**src/rtl/noc_inject_arbiter.sv**
```systemverilog
// ============================================================================
// noc_inject_arbiter
//
// Purpose:
//   Shares one NoC injection port (putFlit / getCredits) among NUM_REQ local
//   flit sources. Arbitration is round-robin and packet-atomic: a source that
//   wins with a non-tail flit keeps the port until it sends its tail flit.
//   Each virtual channel has its own credit counter. A flit is only accepted
//   when the VC it will travel on holds at least one credit.
//
// Optional feature (compile-time macro):
//   INJ_STALL_CNT_EN  - when defined, adds the 32-bit output o_stall_cycles.
//                       It counts the cycles in which some source is valid
//                       but nothing is transferred, and saturates at all-ones.
//
// Ports:
//   i_clk            clock, all logic on the rising edge
//   i_reset          synchronous active-high reset
//   i_req_valid      per-source flit valid               [NUM_REQ]
//   i_req_tail       per-source tail flag                [NUM_REQ]
//   i_req_dest       per-source destination, slice i at  [i*DEST_BITS +: DEST_BITS]
//   i_req_vc         per-source VC, used on head flits   [i*VC_BITS +: VC_BITS]
//   i_req_data       per-source payload                  [i*FLIT_DATA_WIDTH +: ...]
//   o_req_ready      combinational accept, at most one bit high
//   o_putFlit        registered flit {valid, tail, dest, vc, data}
//   o_EN_putFlit     one-cycle strobe per injected flit
//   i_getCredits     credit return {valid, vc}
//   o_EN_getCredits  credit-accept enable, high from the cycle after reset
//   o_grant_id       current or most recent owner
//   o_busy           high while a packet holds the port
//   o_stall_cycles   stall counter (only with INJ_STALL_CNT_EN)
// ============================================================================
module noc_inject_arbiter #(
    parameter int NUM_REQ         = 4,
    parameter int NUM_VCS         = 2,
    parameter int FLIT_DATA_WIDTH = 64,
    parameter int DEST_BITS       = 5,
    parameter int BUF_DEPTH       = 16,
    localparam int VC_BITS        = (NUM_VCS > 1) ? $clog2(NUM_VCS) : 1,
    localparam int FLIT_W         = 2 + DEST_BITS + VC_BITS + FLIT_DATA_WIDTH,
    localparam int CNT_W          = $clog2(BUF_DEPTH) + 1,
    localparam int GID_W          = $clog2(NUM_REQ)
) (
    input  logic                               i_clk,
    input  logic                               i_reset,
    input  logic [NUM_REQ-1:0]                 i_req_valid,
    input  logic [NUM_REQ-1:0]                 i_req_tail,
    input  logic [NUM_REQ*DEST_BITS-1:0]       i_req_dest,
    input  logic [NUM_REQ*VC_BITS-1:0]         i_req_vc,
    input  logic [NUM_REQ*FLIT_DATA_WIDTH-1:0] i_req_data,
    output logic [NUM_REQ-1:0]                 o_req_ready,
    output logic [FLIT_W-1:0]                  o_putFlit,
    output logic                               o_EN_putFlit,
    input  logic [VC_BITS:0]                   i_getCredits,
    output logic                               o_EN_getCredits,
    output logic [GID_W-1:0]                   o_grant_id,
    output logic                               o_busy
`ifdef INJ_STALL_CNT_EN
    ,
    output logic [31:0]                        o_stall_cycles
`endif
);

    typedef enum logic {
        ST_IDLE   = 1'b0,
        ST_LOCKED = 1'b1
    } state_t;

    state_t                     r_state;
    state_t                     w_nextState;

    logic [GID_W-1:0]           r_lastGrant;
    logic [GID_W-1:0]           r_grantId;
    logic [VC_BITS-1:0]         r_curVc;
    logic [CNT_W-1:0]           r_credit [NUM_VCS];
    logic [FLIT_W-1:0]          r_putFlit;
    logic                       r_enPut;
    logic                       r_enGet;

    logic [DEST_BITS-1:0]       w_dest  [NUM_REQ];
    logic [VC_BITS-1:0]         w_vcIn  [NUM_REQ];
    logic [FLIT_DATA_WIDTH-1:0] w_data  [NUM_REQ];

    logic [(1<<VC_BITS)-1:0]    w_vcHasCredit;
    logic [NUM_REQ-1:0]         w_eligible;
    logic                       w_found;
    logic [GID_W-1:0]           w_winner;
    logic [GID_W-1:0]           w_scanIdx;

    logic [NUM_REQ-1:0]         w_ready;
    logic [GID_W-1:0]           w_selIdx;
    logic [VC_BITS-1:0]         w_vcUsed;
    logic                       w_xfer;
    logic                       w_xferTail;

    logic [NUM_VCS-1:0]         w_dec;
    logic [NUM_VCS-1:0]         w_inc;

    // Split the flat per-source buses into arrays so the selected source can
    // be picked with a plain array index instead of computed part-selects.
    for (genvar i = 0; i < NUM_REQ; i++) begin : g_unpack
        assign w_dest[i] = i_req_dest[i*DEST_BITS +: DEST_BITS];
        assign w_vcIn[i] = i_req_vc[i*VC_BITS +: VC_BITS];
        assign w_data[i] = i_req_data[i*FLIT_DATA_WIDTH +: FLIT_DATA_WIDTH];
    end

    // One "has a credit" flag for every encodable VC number. Encodings past
    // NUM_VCS never have a credit, so a source naming a non-existent VC is
    // simply never eligible.
    for (genvar v = 0; v < (1 << VC_BITS); v++) begin : g_vcFlag
        if (v < NUM_VCS) begin : g_real
            assign w_vcHasCredit[v] = (r_credit[v] != '0);
        end else begin : g_absent
            assign w_vcHasCredit[v] = 1'b0;
        end
    end

    for (genvar i = 0; i < NUM_REQ; i++) begin : g_elig
        assign w_eligible[i] = i_req_valid[i] & w_vcHasCredit[w_vcIn[i]];
    end

    // Round-robin search: start one past the last owner, wrap around, and
    // take the first eligible source. The last owner is checked last, so a
    // different eligible source always wins after a packet completes.
    always_comb begin
        w_found   = 1'b0;
        w_winner  = '0;
        w_scanIdx = '0;
        for (int k = 1; k <= NUM_REQ; k++) begin
            w_scanIdx = GID_W'((int'(r_lastGrant) + k) % NUM_REQ);
            if (!w_found && w_eligible[w_scanIdx]) begin
                w_found  = 1'b1;
                w_winner = w_scanIdx;
            end
        end
    end

    // State register of the IDLE / LOCKED machine.
    always_ff @(posedge i_clk) begin
        if (i_reset) begin
            r_state <= ST_IDLE;
        end else begin
            r_state <= w_nextState;
        end
    end

    // Next state: a non-tail flit accepted in IDLE locks the port to its
    // source, and a tail flit accepted while locked releases it. A
    // single-flit packet (head is also the tail) never leaves IDLE.
    always_comb begin
        w_nextState = r_state;
        case (r_state)
            ST_IDLE: begin
                if (w_xfer && !w_xferTail) begin
                    w_nextState = ST_LOCKED;
                end
            end
            ST_LOCKED: begin
                if (w_xfer && w_xferTail) begin
                    w_nextState = ST_IDLE;
                end
            end
            default: begin
                w_nextState = ST_IDLE;
            end
        endcase
    end

    // Outputs of the state machine. In IDLE the arbiter winner is offered the
    // port and its own VC is used. While locked only the owner may be ready,
    // and body flits travel on the VC captured from the head. Nothing is
    // ready while reset is held, so no flit can be accepted during reset.
    always_comb begin
        w_ready  = '0;
        w_selIdx = r_grantId;
        w_vcUsed = r_curVc;
        o_busy   = (r_state == ST_LOCKED);
        case (r_state)
            ST_IDLE: begin
                w_selIdx = w_winner;
                w_vcUsed = w_vcIn[w_winner];
                if (w_found && !i_reset) begin
                    w_ready[w_winner] = 1'b1;
                end
            end
            ST_LOCKED: begin
                if (!i_reset) begin
                    w_ready[r_grantId] = i_req_valid[r_grantId] & w_vcHasCredit[r_curVc];
                end
            end
            default: begin
                w_ready = '0;
            end
        endcase
    end

    assign o_req_ready = w_ready;
    assign w_xfer      = |(i_req_valid & w_ready);
    assign w_xferTail  = i_req_tail[w_selIdx];

    // Ownership bookkeeping. Only a head flit accepted in IDLE changes the
    // owner; last grant starts at the top index so requester 0 wins first
    // after reset.
    always_ff @(posedge i_clk) begin
        if (i_reset) begin
            r_lastGrant <= GID_W'(NUM_REQ - 1);
            r_grantId   <= '0;
            r_curVc     <= '0;
        end else if ((r_state == ST_IDLE) && w_xfer) begin
            r_lastGrant <= w_winner;
            r_grantId   <= w_winner;
            r_curVc     <= w_vcUsed;
        end
    end

    // Per-VC credit events for this cycle: a sent flit consumes one credit
    // on the VC it used; a valid credit return adds one to the VC it names.
    // Returns naming a VC past NUM_VCS match no counter and are ignored.
    always_comb begin
        w_dec = '0;
        w_inc = '0;
        for (int v = 0; v < NUM_VCS; v++) begin
            w_dec[v] = w_xfer && (int'(w_vcUsed) == v);
            w_inc[v] = i_getCredits[VC_BITS] && (int'(i_getCredits[VC_BITS-1:0]) == v);
        end
    end

    // Credit counters. A send and a return on the same VC cancel out.
    // Returns beyond the downstream buffer depth are dropped. A decrement
    // from zero cannot happen because ready already requires a credit.
    always_ff @(posedge i_clk) begin
        if (i_reset) begin
            for (int v = 0; v < NUM_VCS; v++) begin
                r_credit[v] <= CNT_W'(BUF_DEPTH);
            end
        end else begin
            for (int v = 0; v < NUM_VCS; v++) begin
                if (w_dec[v] && !w_inc[v]) begin
                    r_credit[v] <= r_credit[v] - CNT_W'(1);
                end else if (w_inc[v] && !w_dec[v] && (r_credit[v] != CNT_W'(BUF_DEPTH))) begin
                    r_credit[v] <= r_credit[v] + CNT_W'(1);
                end
            end
        end
    end

    // Output flit register: an accepted flit appears one cycle later with
    // its valid bit set. In idle cycles the last flit is kept and only its
    // valid bit drops, which avoids toggling the wide payload needlessly.
    always_ff @(posedge i_clk) begin
        if (i_reset) begin
            r_putFlit <= '0;
            r_enPut   <= 1'b0;
        end else begin
            r_enPut <= w_xfer;
            if (w_xfer) begin
                r_putFlit <= {1'b1, w_xferTail, w_dest[w_selIdx], w_vcUsed, w_data[w_selIdx]};
            end else begin
                r_putFlit[FLIT_W-1] <= 1'b0;
            end
        end
    end

    // Credit acceptance is enabled from the first cycle after reset onward.
    always_ff @(posedge i_clk) begin
        if (i_reset) begin
            r_enGet <= 1'b0;
        end else begin
            r_enGet <= 1'b1;
        end
    end

    assign o_putFlit       = r_putFlit;
    assign o_EN_putFlit    = r_enPut;
    assign o_EN_getCredits = r_enGet;
    assign o_grant_id      = r_grantId;

`ifdef INJ_STALL_CNT_EN
    logic [31:0] r_stallCycles;

    // Counts cycles where some source wants the port but nothing moves,
    // whether that is lack of credit or a locked owner holding the port.
    always_ff @(posedge i_clk) begin
        if (i_reset) begin
            r_stallCycles <= '0;
        end else if ((|i_req_valid) && !w_xfer && (r_stallCycles != '1)) begin
            r_stallCycles <= r_stallCycles + 32'd1;
        end
    end

    assign o_stall_cycles = r_stallCycles;
`endif

endmodule

```
**config.mk**
```make
export PLATFORM = sky130hd
export DESIGN_NAME = noc_inject_arbiter
export DESIGN_NICKNAME = d
export VERILOG_FILES = /design/src/rtl/noc_inject_arbiter.sv
export SDC_FILE = /design/constraint.sdc
export NUM_CORES = 1
export LEC_CHECK = 0
export CORE_AREA = 3 3 143 145
export CTS_CLUSTER_SIZE = 16
export DETAILED_ROUTE_END_ITERATION = 10
export DIE_AREA = 0 0 146 148
export PLACE_DENSITY = 0.67
export SETUP_SLACK_MARGIN = 0.4
export SYNTH_ARGS = -nofsm -noshare
export SYNTH_HDL_FRONTEND = slang
export SYNTH_SLANG_ARGS = --single-unit
```
**constraint.sdc**
```tcl
create_clock -name i_clk -period 5.5 [get_ports i_clk]
set_input_delay 0.825 -clock i_clk [delete_from_list [all_inputs] [get_ports i_clk]]
set_output_delay 0.825 -clock i_clk [all_outputs]
set_load 0.01 [all_outputs]
```
---- Word-level counts from Yosys, hierarchy flattened ----
Memories as Yosys holds them, arrays and structs flattened.
Cells that the tools add are included.
word-level totals
  flip-flop bits (word level) ............. 80
  memory bits (writable) .................. 10
  output and inout bits ................... 81
  memories kept ........................... 1
memories
  name      words  width  rd ports  clocked after Yosys merged registers in  write ports  line  text
  r_credit  2      5      2         0                                        2            75    logic [CNT_W-1:0] r_credit [NUM_VCS];
cells by class
  add/subtract/negate cells ............... 8
  $lt $le $gt $ge ......................... 16
  equal/unequal tests ..................... 2
  mux-type cells .......................... 73
  bitwise operators ....................... 16
  reduce and logical (&&, ||, !) cells .... 31
operator list
  operator                                                     number
  binary-select mux 64 bit (select 2 bit)                      1
  2-to-1 mux 64 bit                                            2
  2-to-1 mux 1 bit                                             45
  2-to-1 mux 5 bit                                             6
  less-than comparator 2 x 3 -> 1 bit (second input constant)  7
  logical AND 1 bit                                            19
  binary-select mux 1 bit (select 2 bit)                       7
  adder 5 x 1 -> 5 bit (second input constant)                 2
  binary-select mux 5 bit (select 2 bit)                       1
  less-than comparator 1 x 2 -> 1 bit (second input constant)  5
  2-to-1 mux 2 bit                                             5
  != test 5 bit (second input constant)                        2
  nonzero test 5 bit                                           2
  subtractor 5 x 1 -> 5 bit (second input constant)            2
  logical NOT 1 bit                                            9
  AND 4 bit                                                    2
  2-to-1 mux 4 bit                                             2
  case mux 4 bit (2 select lines)                              1
  greater-or-equal comparator 3 bit (second input constant)    2
  inverter 2 -> 3 bit                                          2
  AND 1 bit                                                    5
  adder 2 x 1 -> 2 bit (second input constant)                 2
  adder 2 bit (second input constant)                          2
  demux 1 bit (select 2 bit)                                   2
  5 further kinds                                              11

---- Depth between registers and ports, before layout ----
  word-level depth ........................ 33
  depth in mapped cells ................... 17
  mapped depth without buffers ............ 16

---- Worst setup path before layout ----
Ideal clock, no wire load.
  path type ............................... register -> register
  start point ............................. memory r_credit[0][1] (netlist name)
  end point ............................... memory r_credit[0][4] (netlist name) (data pin)
  setup time .............................. 257 ps
  arrival ................................. 3902 ps
  required time ........................... 5243 ps
  slack ................................... 1342 ps
  stages on the path, launching flop included .. 15
  clock period less this slack ............ 4158 ps
  cell sequence ........................... edfxtp_1 > or4_1 > or3_1 > buf_2 > a21o_1 > a221oi_4 > o2111ai_1 > and2_4 > o21ai_0 > ha_1 > a21o_1 > a21oi_1 > xnor2_1 > xnor2_1 > nand2b_1
RTL lines
  element      line
  from (decl)  75

==> reports/metrics.cfg <==
[setup_path]
critPathLaunch = i_req_vc[3]
cp-end-kind = register
cp-start-kind = input pin
r2r-start = r_credit[1][0]
worst_r2r_path_depth = 17
r2r_slack_ns = 0.95
crit_end = r_credit[0][4]
crit_fanout = 6
critPathRequiredTime_ns = 5.59
arrival_ns = 4.66
critPathKind = in -> reg
reg2reg_to = r_credit[0][4]

[grt]
grt_usage = 0.1994
grt_pass1_vias = 5950
gr-total-overflow = 0
grt_pass1_wl_um = 33670
grt_start_max_net_pins = 78
antenna_found_initial = 1

[timing]
finalHoldViolCount = 0
setup_viol = 0
fin_crit_sh = 0.8301
worstMarginPinSlew_ns = 0.8846
clock_skew_ns = 0.006901
period_minus_slack_ns = 4.565
grt_setup_unrepaired = no
slew_headroom = 0.4103
timing.fmax_mhz = 219.0
report.final.slew_viol_count = 0
final.setup.tns_ns = 0

[yosys]
synthArstFlopShare = 0
synth.yosys.seq_area_share = 0.3375
synth-edff-count = 10
ys.flop_type = dfxtp_1
yosysTopAreaCell = mux4_2
ys_ff_latch = 89
synth.avg_cell_area_um2 = 9.850
yosysTopAreaCellShare = 0.2868
synth_fp_nets = 865
synth_area_leaders = mux4_2 (29%), dfxtp_1 (28%), nand2_1 (10%)
synth.distinct_cells = 56
ys_warn_count = 0
netlist_area_um2 = 5575
syn-instance-count = 566

[clock_network]
tritoncts = done
clk_path_buf_depth = 2
hold_buffers = 0
root_buffer = clkbuf_16
cts_buffers = 9
clk_latency_ns = 0.34
cts_sinks = 89
cts.reportedPaths.clkPinSlew_ns = 0.06
htreeDepth = 3
post_cts_buffers = 0
cts_resized = 0

[cells_and_area]
fillers = 1835
final_area_um2 = 9879
mostFrequentLayoutCell = clkdlybuf4s50_1
final_cell_mix = clkdlybuf4s50_1 (371), nand2_1 (151), a21oi_1 (80), dfxtp_1 (79), mux4_2 (71)
drive_above_1_share = 0.1231
nets = 1212
area_delta_synth_final_pct = 77.20
finalNonFillerCells = 1184

[floorplanning]
die_x_um = 146
core_area_um2 = 19330
rows = 51
die_h_um = 148
die_area_um2 = 21610
io_pins = 373
start_util = 0.2884

[outcome]
status = complete, no violations

[drt]
drt-initial-drc-count = 374
vias = 5821
routedWlPerCell_um = 18.99
drtPass1Iterations = 4
routed_wl_um = 22480
vias_per_cell = 4.916
antenna_left = 0
drc = 0

[placed_design]
gp_congestion = 0.8799
place_area_um2 = 9528
placed_cells = 1167
place_hpwl_um = 18070
port_buffers = 372

[run]
cap_violations = 0

[worst_hold_path]
min_path_type = reg -> reg

[power_and_ir_drop]
p_leak_nw = 3.569
power_density_nw_per_um2 = 416.0
ir_worst_vdd_mv = 0.2367

==> metal layers <==
layer | wire [um] | GRT usage | part of all wire | vias to the layer above
met5 | 0 | 0 | 0 | -
met2 | 12040 | 0.3640 | 0.54 | 191
met1 | 8843 | 0.2382 | 0.39 | 2837
met4 | 356 | 0.04516 | 0.016 | 0
li1 | - | - | - | 2772
met3 | 1245 | 0.04844 | 0.055 | 21
==> metrics by stage <==
| stage | util | power (W) | worst slack, ns | hold slack (ns) |
|---|---|---|---|---|
| after floorplan | - | 0.002503 | 1.342 | 0.4761 |
| after global placement | 0.4928 | 0.003427 | 0.7949 | 0.4373 |
| after detailed placement | 0.4928 | 0.003446 | 0.6212 | 0.4430 |
| after CTS | 0.5108 | 0.004176 | 0.9617 | 0.4504 |
| after global routing | 0.5110 | 0.004385 | 0.5987 | 0.4654 |
| final | 0.5110 | 0.004110 | 0.9347 | 0.4481 |
==> registers in the layout, summed over array words and instances, names as in the netlist, named ones only <==
register	flops
o_EN_getCredits	1
o_grant_id	2
o_putFlit	72
r_credit	10
r_curVc	1
r_lastGrant	2
==> logic make-up after synthesis <==
group | count (synthesis) | synth area share
multiplexers | 78 | 0.3007
flip-flops | 89 | 0.3375
AND/OR/NAND/NOR | 205 | 0.1584
adder cells (fa/ha/maj) | 7 | 0.01706
XOR/XNOR | 4 | 0.006285
buffers and inverters | 60 | 0.04623
AO/OA/AOI/OAI | 123 | 0.1338
==> how the worst min path moves through the flow <==
stage | startpoint | to | slack [ns] | cells after the start
4_1_cts | o_putFlit[31] | o_putFlit[31] | 0.45 | 2
6_report | o_putFlit[49] | o_putFlit[49] | 0.45 | 2
5_1_grt | o_putFlit[30] | o_putFlit[30] | 0.47 | 2
3_5_place_dp | o_putFlit[55] | o_putFlit[55] | 0.44 | 2
3_3_place_gp | o_putFlit[35] | o_putFlit[35] | 0.44 | 2
2_1_floorplan | o_putFlit[0] | o_putFlit[0] | 0.48 | 2
==> report_power, final <==
part           switching (W)  leakage (nW)  total (W)  internal, W
Clock               0.000262         0.173   0.000715     0.000452
Combinational        0.00110          2.64    0.00236      0.00126
Sequential          0.000152         0.751    0.00104     0.000887
Total                0.00151          3.57    0.00411      0.00260
==> cell usage after synthesis, types with 2 or more instances <==
cell type,number
mux2i_1,3
nand4_1,3
clkbuf_1,28
nor2b_1,2
a32oi_1,2
or3_1,2
buf_2,17
nand2_1,151
dfxtp_1,79
a21oi_1,80
a21boi_1,3
a31oi_1,3
mux2_2,3
and2_1,3
a211oi_1,3
inv_1,13
edfxtp_1,10
nor3_1,3
o31ai_1,2
xnor2_1,3
o21ai_0,8
o32ai_1,2
mux4_2,71
nor3b_1,2
ha_1,6
nand2b_1,4
a221oi_1,3
nand3_1,5
nor2_1,19
a21o_1,7
==> critical path, cell delays in order <==
cell and delay (ns):
clkdlybuf4s50_1 0.59, nor2_1 0.06, a221oi_1 0.40, a21boi_1 0.20, a32oi_1 0.35, or2_0 0.41, o2111ai_1 0.25, and2_4 0.23
o21ai_0 0.14, buf_4 0.17, ha_1 0.26, a21o_1 0.18, a21oi_1 0.18, xnor2_1 0.16, xnor2_1 0.15, nand2b_1 0.08
==> layout make-up <==
class                   instances  area (um2)  area share
repair buffers                383        3801      0.3848
multi-input cells             417        3465      0.3507
flip-flops and latches         89        1882      0.1905
well taps                     265       331.6     0.03356
clock buffers                  12       279.0     0.02824
clock inverters                 4       70.07    0.007092
inverters                      13       48.80    0.004939
diodes                          1       2.502   0.0002533
(Power assumes the default switching activity.)
